==> config.mk <==
export PLATFORM = sky130hd
export DESIGN_NAME = seq_add_ctrl
export DESIGN_NICKNAME = d
export VERILOG_FILES = /design/src/rtl/seq_add_ctrl.sv
export SDC_FILE = /design/constraint.sdc
export NUM_CORES = 1
export LEC_CHECK = 0
export BUFFER_PORTS_ARGS = -buffer_cell sky130_fd_sc_hd__buf_4
export CAP_MARGIN = 20
export CORE_ASPECT_RATIO = 0.7
export CORE_MARGIN = 3
export CORE_UTILIZATION = 59
export DETAILED_ROUTE_END_ITERATION = 16
export PLACE_DENSITY = 0.86
export SYNTH_ARGS = -nofsm -noshare
export SYNTH_HDL_FRONTEND = slang
export SYNTH_SLANG_ARGS = --single-unit
==> constraint.sdc <==
create_clock -name clk -period 16.55 [get_ports clk]
set_input_delay 3.31 -clock clk [delete_from_list [all_inputs] [get_ports clk]]
set_output_delay 3.31 -clock clk [all_outputs]
set_load 0.02 [all_outputs]
==> src/rtl/seq_add_ctrl.sv <==
// seq_add_ctrl: multi-cycle adder that reuses one SLICE-bit adder slice
// across WIDTH/SLICE cycles, carrying between slices through a register.
// Optional macro SEQ_ADD_SUB_EN adds a 'sub' input selecting a - b.
//
// state | meaning
// IDLE  | waiting for an operand pair (in_ready=1)
// RUN   | one slice added per cycle, LSB slice first
// DONE  | result presented (out_valid=1), held until out_ready
module seq_add_ctrl #(
    parameter int WIDTH = 64,
    parameter int SLICE = 8
) (
    input  logic             clk,
    input  logic             rst,
    input  logic             in_valid,
    output logic             in_ready,
    input  logic [WIDTH-1:0] a,
    input  logic [WIDTH-1:0] b,
    input  logic             cin,
`ifdef SEQ_ADD_SUB_EN
    input  logic             sub,
`endif
    output logic             out_valid,
    input  logic             out_ready,
    output logic [WIDTH-1:0] sum,
    output logic             cout,
    output logic             ovf,
    output logic             busy
);

    localparam int N    = WIDTH / SLICE;
    localparam int IDXW = (N > 1) ? $clog2(N) : 1;
    localparam logic [IDXW-1:0] LAST = IDXW'(N - 1);

    typedef enum logic [1:0] {IDLE, RUN, DONE} state_t;

    state_t           state_q, state_d;
    logic [WIDTH-1:0] a_q, a_d;
    logic [WIDTH-1:0] b_q, b_d;
    logic [WIDTH-1:0] sum_q, sum_d;
    logic             carry_q, carry_d;
    logic [IDXW-1:0]  idx_q, idx_d;
    logic             cout_q, cout_d;
    logic             ovf_q, ovf_d;

    logic [SLICE-1:0] a_sl, b_sl;
    logic [SLICE:0]   slice_res;
    logic [WIDTH-1:0] b_cap;
    logic             carry_cap;

    // Operand capture: subtraction is a + ~b + 1 through the same slice.
    always_comb begin
        b_cap     = b;
        carry_cap = cin;
`ifdef SEQ_ADD_SUB_EN
        if (sub) begin
            b_cap     = ~b;
            carry_cap = 1'b1;
        end
`endif
    end

    // The shared adder slice, fed by the slice selected by idx_q.
    always_comb begin
        a_sl      = a_q[int'(idx_q)*SLICE +: SLICE];
        b_sl      = b_q[int'(idx_q)*SLICE +: SLICE];
        slice_res = {1'b0, a_sl} + {1'b0, b_sl} + {{SLICE{1'b0}}, carry_q};
    end

    // Next-state and datapath update.
    always_comb begin
        state_d = state_q;
        a_d     = a_q;
        b_d     = b_q;
        sum_d   = sum_q;
        carry_d = carry_q;
        idx_d   = idx_q;
        cout_d  = cout_q;
        ovf_d   = ovf_q;
        case (state_q)
            IDLE: begin
                if (in_valid) begin
                    state_d = RUN;
                    a_d     = a;
                    b_d     = b_cap;
                    carry_d = carry_cap;
                    idx_d   = '0;
                end
            end
            RUN: begin
                sum_d[int'(idx_q)*SLICE +: SLICE] = slice_res[SLICE-1:0];
                carry_d = slice_res[SLICE];
                idx_d   = idx_q + IDXW'(1);
                if (idx_q == LAST) begin
                    state_d = DONE;
                    idx_d   = '0;
                    cout_d  = slice_res[SLICE];
                    // carry into the MSB is recovered from the MSB sum bit
                    ovf_d   = a_sl[SLICE-1] ^ b_sl[SLICE-1] ^ slice_res[SLICE-1]
                              ^ slice_res[SLICE];
                end
            end
            DONE: begin
                if (out_ready) state_d = IDLE;
            end
            default: state_d = IDLE;
        endcase
    end

    // State and datapath registers.
    always_ff @(posedge clk or posedge rst) begin
        if (rst) begin
            state_q <= IDLE;
            a_q     <= '0;
            b_q     <= '0;
            sum_q   <= '0;
            carry_q <= 1'b0;
            idx_q   <= '0;
            cout_q  <= 1'b0;
            ovf_q   <= 1'b0;
        end else begin
            state_q <= state_d;
            a_q     <= a_d;
            b_q     <= b_d;
            sum_q   <= sum_d;
            carry_q <= carry_d;
            idx_q   <= idx_d;
            cout_q  <= cout_d;
            ovf_q   <= ovf_d;
        end
    end

    assign in_ready  = (state_q == IDLE);
    assign out_valid = (state_q == DONE);
    assign busy      = (state_q != IDLE);
    assign sum       = sum_q;
    assign cout      = cout_q;
    assign ovf       = ovf_q;

endmodule

==> results.txt <==
* Result of the run: finished, final reports clean
- Final wirelength: 22.21 mm
* Residual DRC: 0
- Sinks on Clock Net: 200
- In this design, the stage delay of the slowest critical-path cell is 0.45 ns.
- The number of nets in the synthesized netlist is 824.
- Area post-placement: 0.01062 mm²
* Required @ worst endpoint: 16.87 ns
* Total CTS buffers: 17
- In this design, the critical path's most frequently occurring cell is buf_4.
- Timing-limited maximum frequency: 209.9 MHz
- GR Overflow Total: 0
- Worst Setup End Kind: flip-flop
* Initial standard-cell utilization of the core: 0.6109
- Input and output buffers added on the ports amount to 201.
* Maximum count of clock buffers along a single path: 2
- Post-CTS Repair Setup Buffers: 0
* Worst slew margin: 0.3791
* Die outline width: 154.5 µm
* Share of synthesized area occupied by flip-flops and latches: 0.5496
- By startpoint and endpoint, the worst setup path is classified as input pin to flip-flop.
- Pin placement for this block handled 202 I/O pins.
- After clock tree synthesis, the clock-pin slew on the worst setup and hold paths is 0.07 ns.
- Avg Vias per Cell: 5.854
* Hpwl dp: 15.95 mm
- TritonCTS built the clock tree.
* GP Congestion: 0.8407
- In this run the standard cell core region covers 0.01491 mm².
- The tool flagged a number of max-cap violations equal to 0.
* CTS root buf: clkbuf_16
* GRT Total Usage: 0.2704
- The worst hold path was traced through 2 stages.
- Setup repair after global routing left no endpoint under its margin.
* HP Start: sum[31]$_DFFE_PP0P_
- Worst reg-to-reg setup slack: 12.44 ns
- Height of the die: 109.9 µm
- The worst register-to-register path begins at idx_q[0]$_DFFE_PP0P_.
* Highest ir drop seen on vdd: 155.8 µV
* Fraction of final layout cells with drive strength greater than 1: 0.4418
* Via count of the routed design: 6270
- During synthesis, Yosys emitted a total of 0 warnings.
- The number of global-route vias before repair was 6586.
* Final worst path period need: 4.765 ns
- Initial antenna violation count: 0
- Number of enable-type register cells in the synthesized netlist: 0
- After technology mapping, the gate count stands at 675.
* Final design area excluding fillers: 0.01120 mm²
- After synthesis, the share of flip-flops with an asynchronous set or reset is 1.000.
- Cells traversed along the worst timing path: buf_4, and2_4, buf_4, buf_16, mux2_2
- Once routing completed, OpenROAD measured the worst setup slack at 11.79 ns.
* Deepest level of the CTS H-tree: 4
- Setup TNS: 0 ns
- At the later pin of the worst-skew pair, clock insertion delay measures 0.44 ns.
- Final hold vios: 0
* Synth unique cells: 49
* Average wire per cell in the routed design: 20.73 µm
- At the pin with the least slew margin, the transition time is 0.9313 ns.
- Hold-fix buffers at CTS: 0
* Final worst path period share: 0.2879
- For this run, the detailed router's first-pass iteration total came to 5.
- STA classifies the critical path startpoint as an input pin.
- The path class of the tightest hold or removal check is flip-flop to flip-flop.
- For hold timing, the worst endpoint is sum[31]$_DFFE_PP0P_.
- Entering global routing, the biggest net connects 126 pins.
- Netlist area before placement: 0.009106 mm²
* R2r endpoint: sum[22]$_DFFE_PP0P_
- Most used flip-flop cell after synthesis: dfrtp_1
- Slowest stage cell on the critical path: buf_4
- Die area: 0.01698 mm²
- Of all nets on the critical path, the largest fanout is 69.
- Std-Cell Rows: 37
- Number of cells on the worst reg-to-reg path: 12
- DP Worst Slack: 11.13 ns
* Worst hold margin: 0.4805 ns
* Final Skew: 0.009951 ns
* Nets@finish: 1012
- Power density over cell area: 232.5 mW/mm²
* Area overhead of the layout relative to synthesis: 23.00%
- Arrival time at the worst endpoint: 5.08 ns
- Setup violations remaining at the end of the flow were counted as 0.
- Synthesis inferred 200 register bits.
- Count of instances resized after the clock tree is built: 0
* Number of antenna diodes: 0
* Final ANT Viol Nets: 0
* Mean area per synthesized cell: 13.49 µm²
- The first global-routing pass estimated 34.85 mm of wire.
- Overall Power: 0.002605 W
* Detailed Route Iter0 Violations: 487
- For this design the static power due to leakage is 5.201 nW.
* Final slew viol count: 0
==> layout make-up <==
cell class	instances	area (µm²)
clock buffer	21	450.4
fill	978	3706
tap	195	244.0
timing repair buffer	206	1567
sequential	200	5007
clock inverter	11	98.84
inverter	11	48.80
multi-input combinational	427	3785
==> critical path: cells and delay by family <==
| family | cells | cell delay, ns |
|---|---|---|
| buf+inv | 3 | 0.90 |
| simple gates | 1 | 0.40 |
| mux | 1 | 0.39 |
==> metal layers <==
metal / global-route usage / wire length [µm] / part of all wire / vias up
met3: 0.07592 / 2176 / 0.098 / 41
met5: 0 / 0 / 0 / -
li1: - / - / - / 2788
met2: 0.4318 / 10510 / 0.47 / 306
met4: 0.09137 / 390 / 0.018 / 0
met1: 0.3642 / 9132 / 0.41 / 3135
==> how the worst max path moves through the flow <==
stage                     cells after the start                  end      from  slack (ns)
after floorplan                               1   a_q[0]$_DFFE_PP0P_       rst        7.79
after global placement                        4   b_q[3]$_DFFE_PP0P_  in_valid       11.21
after detailed placement                      4  a_q[29]$_DFFE_PP0P_  in_valid       11.13
after CTS                                     4  b_q[15]$_DFFE_PP0P_  in_valid       11.58
after global routing                          5   a_q[9]$_DFFE_PP0P_  in_valid       11.71
final                                         5  a_q[29]$_DFFE_PP0P_  in_valid       11.79
==> registers in the layout, summed over array words and instances (netlist names) <==
name     count
b_q         64
idx_q        3
a_q         64
cout         1
carry_q      1
sum         64
state_q      2
ovf          1
==> kinds of logic after synthesis <==
group / synth area share
AOI/OAI and AO/OA: 0.05331
xor gates and xnor gates: 0.007420
adders and majority gates: 0.02363
buffers and inverters: 0.03476
DFF: 0.5496
muxes: 0.2558
and+or+nand+nor: 0.07544
==> placed cells by master (no fill, tap or decap), drive strengths merged, types with 2 or more instances in the layout <==
cell type and count:
buf 206, dfrtp 200, mux2 142, nand2 114
o21ai 35, mux4 32, o31ai 22, clkbuf 21
ha 14, nor2 13, inv 12, nand3 6
clkinv 6, a21oi 5, nand4 5, nor3 4
xnor2 3, nor2b 3, clkinvlp 3, xor2 3
and2 3, nand2b 2, o21a 2, o22ai 2
fa 2, nor3b 2
==> synth_stat cells, types with 6 or more instances <==
| cell | n | area [µm²] |
|---|---|---|
| dfrtp_1 | 200 | 5005 |
| ha_1 | 14 | 175.2 |
| buf_2 | 10 | 50.05 |
| nand2_1 | 114 | 427.9 |
| nand3_1 | 6 | 30.03 |
| o31ai_1 | 22 | 165.2 |
| nor2_1 | 13 | 48.80 |
| buf_6 | 15 | 168.9 |
| inv_1 | 9 | 33.78 |
| o21ai_0 | 31 | 155.2 |
| mux2_1 | 35 | 394.1 |
| mux2_2 | 107 | 1205 |
| mux4_2 | 32 | 720.7 |
==> through the flow <==
step | util | cells
after floorplan | - | 675
after global placement | 0.7127 | 1038
after detailed placement | 0.7127 | 1038
after CTS | 0.7495 | 1070
after global routing | 0.7514 | 1071
final | 0.7514 | 1071
==> power breakdown <==
part | internal, W | switching (W)
clock network | 0.000212 | 0.000183
logic | 0.000579 | 0.000783
registers | 0.000711 | 0.000137
Power figures use the tool's default switching activity.
